$ cat src/rtl/seven_segment_scan_controller.sv
// seven_segment_scan_controller
// Round-robin scan of DIGIT_COUNT digit positions through one shared BCD
// converter. Each digit gets a blanking gap followed by a dwell window.
// Frames are loaded through a valid/ready handshake into a pending register
// and copied to the active register only at a frame boundary (or in IDLE),
// so a displayed frame is never partially updated.
// All outputs are registered; they are computed from the next-state values
// so that they line up with the state they describe.

module seven_segment_scan_controller #(
  parameter int DIGIT_COUNT  = 4,
  parameter int DWELL_CYCLES = 50000,
  parameter int BLANK_CYCLES = 1000
) (
  input  logic                     clk,
  input  logic                     rst_n,
  input  logic                     enable,
  input  logic                     load_valid,
  output logic                     load_ready,
  input  logic [4*DIGIT_COUNT-1:0] load_digits,
  input  logic [DIGIT_COUNT-1:0]   load_digit_en,
  output logic [3:0]               bcd,
  output logic                     bcd_valid,
  output logic [DIGIT_COUNT-1:0]   digit_select,
  output logic                     frame_done
);

  localparam int CNT_MAX = (DWELL_CYCLES > BLANK_CYCLES) ? DWELL_CYCLES : BLANK_CYCLES;
  localparam int CW      = (CNT_MAX > 1) ? $clog2(CNT_MAX) : 1;
  localparam int IW      = $clog2(DIGIT_COUNT);

  localparam logic [CW-1:0] DWELL_LAST = CW'(DWELL_CYCLES - 1);
  localparam logic [CW-1:0] BLANK_LAST = CW'(BLANK_CYCLES - 1);
  localparam logic [IW-1:0] IDX_LAST   = IW'(DIGIT_COUNT - 1);

  typedef enum logic [1:0] {
    IDLE  = 2'd0,
    BLANK = 2'd1,
    DWELL = 2'd2
  } state_t;

  state_t                   state_reg, state_next;
  logic [IW-1:0]            idx_reg, idx_next;
  logic [CW-1:0]            cnt_reg, cnt_next;

  logic [4*DIGIT_COUNT-1:0] active_digits_reg;
  logic [DIGIT_COUNT-1:0]   active_en_reg;
  logic [4*DIGIT_COUNT-1:0] pending_digits_reg;
  logic [DIGIT_COUNT-1:0]   pending_en_reg;
  logic                     pending_reg;

  logic                     frame_end;
  logic                     commit;
  logic                     accept;

  logic [3:0]               bcd_next;
  logic                     bcd_valid_next;
  logic [DIGIT_COUNT-1:0]   digit_select_next;
  logic                     frame_done_next;

  // Unpacked view of the active frame, one nibble per digit position
  logic [3:0]               active_digit [DIGIT_COUNT];

  genvar gi;
  generate
    for (gi = 0; gi < DIGIT_COUNT; gi++) begin : g_unpack
      assign active_digit[gi] = active_digits_reg[4*gi +: 4];
    end
  endgenerate

  // Last dwell cycle of the last digit: frame boundary where commits happen
  assign frame_end = (state_reg == DWELL) && (idx_reg == IDX_LAST) && (cnt_reg == DWELL_LAST);
  assign commit    = pending_reg && ((state_reg == IDLE) || frame_end);
  // commit needs pending set and accept needs it clear, so they never coincide
  assign accept    = load_valid && !pending_reg;

  // Next state, digit index and cycle counter, plus the output values for that next state
  always_comb begin
    state_next        = state_reg;
    idx_next          = idx_reg;
    cnt_next          = cnt_reg;
    bcd_next          = 4'h0;
    bcd_valid_next    = 1'b0;
    digit_select_next = '0;
    frame_done_next   = 1'b0;

    if (!enable) begin
      state_next = IDLE;
      idx_next   = '0;
      cnt_next   = '0;
    end else begin
      case (state_reg)
        IDLE: begin
          state_next = BLANK;
          idx_next   = '0;
          cnt_next   = '0;
        end
        BLANK: begin
          if (cnt_reg == BLANK_LAST) begin
            state_next = DWELL;
            cnt_next   = '0;
          end else begin
            cnt_next = cnt_reg + CW'(1);
          end
        end
        DWELL: begin
          if (cnt_reg == DWELL_LAST) begin
            state_next = BLANK;
            cnt_next   = '0;
            idx_next   = (idx_reg == IDX_LAST) ? '0 : idx_reg + IW'(1);
          end else begin
            cnt_next = cnt_reg + CW'(1);
          end
        end
        default: begin
          state_next = IDLE;
          idx_next   = '0;
          cnt_next   = '0;
        end
      endcase
    end

    // Active frame only changes on an edge that leaves DWELL, so it is stable here
    if (state_next == DWELL) begin
      digit_select_next[idx_next] = 1'b1;
      bcd_next                    = active_digit[idx_next];
      bcd_valid_next              = active_en_reg[idx_next];
      frame_done_next             = (idx_next == IDX_LAST) && (cnt_next == DWELL_LAST);
    end
  end

  // Scan FSM, frame registers, handshake and registered outputs
  always_ff @(posedge clk or negedge rst_n) begin
    if (!rst_n) begin
      state_reg          <= IDLE;
      idx_reg            <= '0;
      cnt_reg            <= '0;
      active_digits_reg  <= '0;
      active_en_reg      <= '0;
      pending_digits_reg <= '0;
      pending_en_reg     <= '0;
      pending_reg        <= 1'b0;
      load_ready         <= 1'b1;
      bcd                <= 4'h0;
      bcd_valid          <= 1'b0;
      digit_select       <= '0;
      frame_done         <= 1'b0;
    end else begin
      state_reg    <= state_next;
      idx_reg      <= idx_next;
      cnt_reg      <= cnt_next;
      bcd          <= bcd_next;
      bcd_valid    <= bcd_valid_next;
      digit_select <= digit_select_next;
      frame_done   <= frame_done_next;

      if (commit) begin
        active_digits_reg <= pending_digits_reg;
        active_en_reg     <= pending_en_reg;
        pending_reg       <= 1'b0;
        load_ready        <= 1'b1;
      end else if (accept) begin
        pending_digits_reg <= load_digits;
        pending_en_reg     <= load_digit_en;
        pending_reg        <= 1'b1;
        load_ready         <= 1'b0;
      end
    end
  end

endmodule

$ cat config.mk
export PLATFORM = sky130hd
export DESIGN_NAME = seven_segment_scan_controller
export DESIGN_NICKNAME = d
export VERILOG_FILES = /design/src/rtl/seven_segment_scan_controller.sv
export SDC_FILE = /design/constraint.sdc
export NUM_CORES = 1
export LEC_CHECK = 0
export ABC_AREA = 1
export BUFFER_PORTS_ARGS = -buffer_cell sky130_fd_sc_hd__buf_2
export CORE_UTILIZATION = 35
export DETAILED_ROUTE_END_ITERATION = 12
export HOLD_SLACK_MARGIN = 0.08
export PLACE_DENSITY = 0.62
export REMOVE_ABC_BUFFERS = 1
export SKIP_CTS_REPAIR_TIMING = 1
export SYNTH_ARGS = -nofsm -noshare
export SYNTH_HDL_FRONTEND = slang
export SYNTH_SLANG_ARGS = --single-unit
$ cat constraint.sdc
create_clock -name clk -period 2.1 [get_ports clk]
set_input_delay 0.21 -clock clk [delete_from_list [all_inputs] [get_ports clk]]
set_output_delay 0.21 -clock clk [all_outputs]
set_load 0.02 [all_outputs]
=== Word level (Yosys, flattened, before mapping) ===
Cells that the tools add are included.

* Input port bits: 24
* Bits in registers: 72
* Output and inout port bits: 11

* Add/subtract/negate cells: 2
* Eq/ne operators: 8
* Bitwise operators: 2
* Magnitude comparators: 3
* Reductions and logical operators: 11
* Multiplexer cells: 27

{| class="wikitable"
|+ Operators with widths
! operator !! count
|-
| $mux 16 || 3
|-
| $eq 16x16->1 const B || 2
|-
| $pmux 16 s2 || 1
|-
| $add 16x1->16 const B || 1
|-
| $eq 16x10->1 const B || 1
|-
| $mux 4 || 4
|-
| $mux 2 || 6
|-
| $bmux 4 s2 || 1
|-
| $eq 2x2->1 const B || 4
|-
| $mux 1 || 8
|-
| $logic_and 1x1->1 || 6
|-
| $pmux 2 s3 || 1
|-
| $pmux 2 s2 || 1
|-
| $ge 3x3->1 const B || 1
|-
| $lt 2x3->1 const B || 1
|-
| $not 2->3 || 1
|-
| $add 2x1->2 const B || 1
|-
| $bmux 1 s2 || 1
|-
| $demux 1 s2 || 1
|-
| $eq 2x1->1 const B || 1
|-
| $ge 2x1->1 const B || 1
|-
| $logic_not 2->1 || 1
|-
| $reduce_and 2->1 || 1
|-
| $reduce_bool 2->1 || 1
|-
| other kinds (3) || 3
|}

=== Depth between registers and ports, before layout ===
* Depth after elaboration: 10
* Mapped depth: 13

=== Worst setup path after synthesis ===
No wires, ideal clock.

* Path type: register to register
* Start point: reg cnt_reg[0]
* End point: reg bcd[0]
* Stages on the path, launching flop included: 12
* Library setup time: 0.122 ns
* Path slack: 0.434 ns
* Data arrival time: 1.544 ns
* Path buffers: 1
* Required time: 1.978 ns
* Cells stage by stage: dfrtp_1 > ha_1 > nand3_2 > nor2_2 > nand2_2 > a21oi_4 > nand2_2 > buf_4 > nand2_1 > nand2_1 > nand2_1 > a21oi_2

* Cells in the longest elaborated chain, start to end: 9
* Elaborated cells between the ends (all ways): 15
* Classes of those cells: eq/ne: 3; mux: 11; bitwise: 1

{| class="wikitable"
|+ RTL lines
! what !! RTL line !! source
|-
| from (decl) || 44 || <nowiki>logic [CW-1:0] cnt_reg, cnt_next;</nowiki>
|-
| from (signal assigned) || 151 || <nowiki>cnt_reg <= cnt_next;</nowiki>
|-
| $eq 16x16->1 || 107 || <nowiki>if (cnt_reg == DWELL_LAST) begin</nowiki>
|-
| $mux 2 || 107 ||
|-
| $pmux 2 s2 || 92 || <nowiki>case (state_reg)</nowiki>
|-
| $mux 2 || 87 || <nowiki>if (!enable) begin</nowiki>
|-
| $not 2->3 (implied by the code) || 126 || <nowiki>bcd_next = active_digit[idx_next];</nowiki>
|-
| $bmux 4 s2 || 126 ||
|-
| $mux 4 (implied by the code) (2 in series) || 126 ||
|-
| $mux 4 * || 124 || <nowiki>if (state_next == DWELL) begin</nowiki>
|-
| named net bcd_next[0] || 56 || <nowiki>logic [3:0] bcd_next;</nowiki>
|-
| to (signal assigned) || 152 || <nowiki>bcd <= bcd_next;</nowiki>
|-
| to (decl) || 22 || <nowiki>output logic [3:0] bcd,</nowiki>
|}

The timed path passes the listed nets; every way through them passes the cells marked *. The select of a mux whose other input is x is not followed.
A chain may end at the register's enable or synchronous reset.

=== Worst setup path after layout ===
* Start point: reg cnt_reg[0]
* End point: reg bcd[3]

The elaborated chain is that of the path after synthesis.

==> results summary <==
The count of endpoints failing setup in the final report is 0. The classification of the worst-slack hold path is in2reg. The normalized max-slew margin came out at 62.1%. The largest family of logic cells by synthesized area is simple AND/OR/NAND/NOR gates.

The largest delay contributor family on the critical path is simple AND/OR/NAND/NOR gates. In the finished design, the share of the clock period the worst path needs comes to 90.5%. The final antenna diode count came out at 0.

The cell taking the most area after synthesis is dfrtp_1. After synthesis, the cell types taking the most area are dfrtp_1 51%, nand2_1 22%, nor2_1 4.2%. The setup check on the worst reg-to-reg path leaves a slack of 0.20 ns. The post-synthesis share of cell area spent on full adders, half adders and majority gates came out at 2.14%. The xor-xnor portion of the synthesized cell area came out at 2.00%. In this run the clock root is driven by a clkbuf_8. The cell with the largest stage delay on the worst path is dfrtp_1.

The final net count came out at 533. The CTS sink count is 72. For the worst-skew pair, the clock arrives at the later sink with an insertion delay of 0.35 ns. Clock-pin slew was measured on the worst setup and hold paths at 0.08 ns.

Summing the areas of all compound-gate instances in the mapped netlist gives 2.21% of the synthesized area. Leaving out fill and tap cells, the most frequent cell in the layout is nand2_1. The number of distinct standard cells referenced by the synthesized netlist is 32.

Summed over all nets, the half-perimeter wirelength after detailed placement is 5.26 mm. The number of antenna violations at the first check in global routing is 0. The number of synthesized register bits is 72.

Global routing consumed, over all layers together, 16.0% of the routing resources. The post-synthesis share of cell area spent on and, or, nand and nor gates came out at 36.4%. The portion of the post-synthesis area used by sequential elements is 51.4%. The total CTS buffers is 9. The cell area after synthesis is 3510 um2. The tool flagged a number of max-cap violations equal to 0. The floorplan step set the die height to 102 um. In this run the most critical hold path is launched from load_digits[10].

The register area came out at 1800 um2. The remaining antenna violation count came out at 0. The final hold violation count came out at 0.

The post-layout total power came out at 3550 uW. The endpoint identified for the worst register-to-register timing path is bcd[3]. TritonCTS built the clock tree. The endpoint of the worst hold path is pending_digits_reg[10].

The final wirelength came out at 7.41 mm. The area of the die is 10400 um2. The actual slew at the worst max-slew pin is 0.568 ns. Row generation in the floorplan step produced 36 rows. The critical-path maximum fanout is 10.

STA classifies the critical path endpoint as a register. The total leakage power came out at 0.00221 uW. In the final layout, the multi-input gates occupy 1500 um2. The type of the setup path with the least slack is reg2reg. The yosys synthesis warning count is 0. The proportion of netlist area held by the largest area contributor is 50.7%.

VDD sags by at most 0.629 mV. The first-pass GRT wire length came out at 12.7 mm. The floorplan step set the die width to 102 um.

The average via count per standard cell is 4.47. For this design the top-level I/O count stands at 35. Across all layers, the routed design uses 2866 vias. The data arrival time of the worst path came out at 2.16 ns.

The H-tree depth is 3. The synthesized area per cell is 7.84 um2. The number of DRC markers in iteration 0 is 86.

In the layout the commonest cells are 202 x nand2_1, 71 x dfrtp_1, 39 x nor2_1, 34 x buf_2, 29 x inv_1. The area added between synthesis and finish came out at 19.8%. The number of max-slew violations in the final report came to 0. The fmax is 526 MHz. The required time reported for the critical path endpoint is 2.36 ns. The most numerous cell type found on the critical path is nand2_1.

The launch instance of the worst register-to-register path is cnt_reg[0]. The filler cells instantiated in the layout total 1027. The total overflow left after global routing is 0.

The detailed-route wire length per cell is 11.6 um. After detailed routing, the number of remaining DRC violations is 0. The delay of the slowest cell on the worst path came out at 0.43 ns.

For the finished layout, the period the worst path requires is 1.90 ns. The number of search-and-repair iterations in the first detailed-routing pass is 4. The logic depth of the worst register-to-register path is 10. The count of buffers from port buffering is 34. The starting density of the core came out at 36.0%.

The area of the core region is 9730 um2. In this run the deepest clock path goes through 2 buffers. Cells with a size suffix above 1 make up 18.1% of the layout. The number of cells on the worst hold path is 3. The power density over cell area came out at 845 nW/um2. The post-route setup TNS is 0 ns. The maximum number of pins on one net before global-route repair is 56.

Walking the worst path, the cells encountered are ha_1 > nand3_2 > nor2_2 > nand2_2 > a21oi_4 > buf_4 > nand3_1 > nand2_1 > nand2_1 > a21oi_1. The buffer and inverter count on the worst path is 1. The worst setup path is launched from a register. The via count of the first global-routing pass came out at 2856. Routability-driven placement finished with a final weighted congestion of 0.883.

The cell count after synthesis came out at 447. Clock skew on the completed layout was measured at 0.0126 ns. The multiplexer share of the synthesized area is 0%. Setup repair after global routing left no endpoint under its margin. The run finished with clean final reports.
-- cell usage after synthesis --
cell,count
ha_1,6
nand3b_1,1
a21oi_2,4
nand2_1,202
a21oi_1,1
clkinv_2,1
clkbuf_1,6
nand2_2,9
nand3_1,27
nor3_1,5
dfstp_2,1
dfrtp_1,71
xor2_1,6
nand2_4,1
o21ai_0,1
or2_2,1
nor2_4,3
o21ai_2,1
nand3_2,1
nand4_1,6
nor3_2,1
nor2_1,39
inv_1,29
a21oi_4,1
o21bai_1,1
buf_2,4
nor2_2,6
xnor2_1,2
buf_6,1
buf_4,1
inv_2,6
clkinv_1,2
-- final cells by class --
cell class,instances,area share [%]
clock buffers,10,3.28
clock inverters,6,1.19
inverters,38,3.42
multi-input cells,325,35.8
flip-flops and latches,72,42.9
well taps,133,3.96
repair buffers,57,9.47
-- cell families (layout without fill, tap and decap cells) --
family / after synthesis / in the layout
and+or+nand+nor: 302 / 302
DFF: 72 / 72
buffers and inverters: 50 / 111
AOI/OAI and AO/OA: 9 / 9
xor gates and xnor gates: 8 / 8
adders and majority gates: 6 / 6
-- worst register-to-register path, delay by kind of cell (launching register included) --
kind,cells,cell delay [ns]
AOI/OAI and AO/OA,2,0.35
adders and majority gates,1,0.26
buffers and inverters,1,0.20
DFF,1,0.43
and+or+nand+nor,6,0.59
-- worst max-delay path by stage --
stage / start / to / cells after the start
global route: cnt_reg[0] / bcd[3] / 12
detailed placement: cnt_reg[0] / bcd[3] / 12
global placement: cnt_reg[0] / bcd[3] / 12
floorplan: cnt_reg[0] / load_ready / 9
finish: cnt_reg[0] / bcd[3] / 10
CTS: cnt_reg[0] / bcd[3] / 12
-- per-stage QoR --
step | setup slack (ns) | instances | utilization (%) | cell area [um2] | hold slack [ns]
2_1_floorplan | 0.184 | 435 | - | 3440 | -0.0856
3_3_place_gp | 0.220 | 608 | 39.5 | 3840 | 0.181
3_5_place_dp | 0.184 | 608 | 39.5 | 3840 | 0.182
4_1_cts | 0.180 | 624 | 41.4 | 4030 | -0.201
5_1_grt | 0.00890 | 641 | 43.2 | 4200 | 0.0803
6_report | 0.199 | 641 | 43.2 | 4200 | 0.0543
-- power by group --
part | internal (uW) | total (uW) | leakage, uW | switching [uW]
Combinational | 243 | 615 | 0.00118 | 372
Sequential | 1710 | 1890 | 0.000940 | 184
Clock | 475 | 1040 | 0.0000899 | 568
-- routing by layer --
metal	up-vias	GRT usage, %	wire length [um]
li1	1471	-	-
met1	1336	18.9	3390
met2	50	28.2	3680
met3	9	4.04	249
met4	0	5.71	90
met5	-	0	0
(Power assumes the default switching activity.)
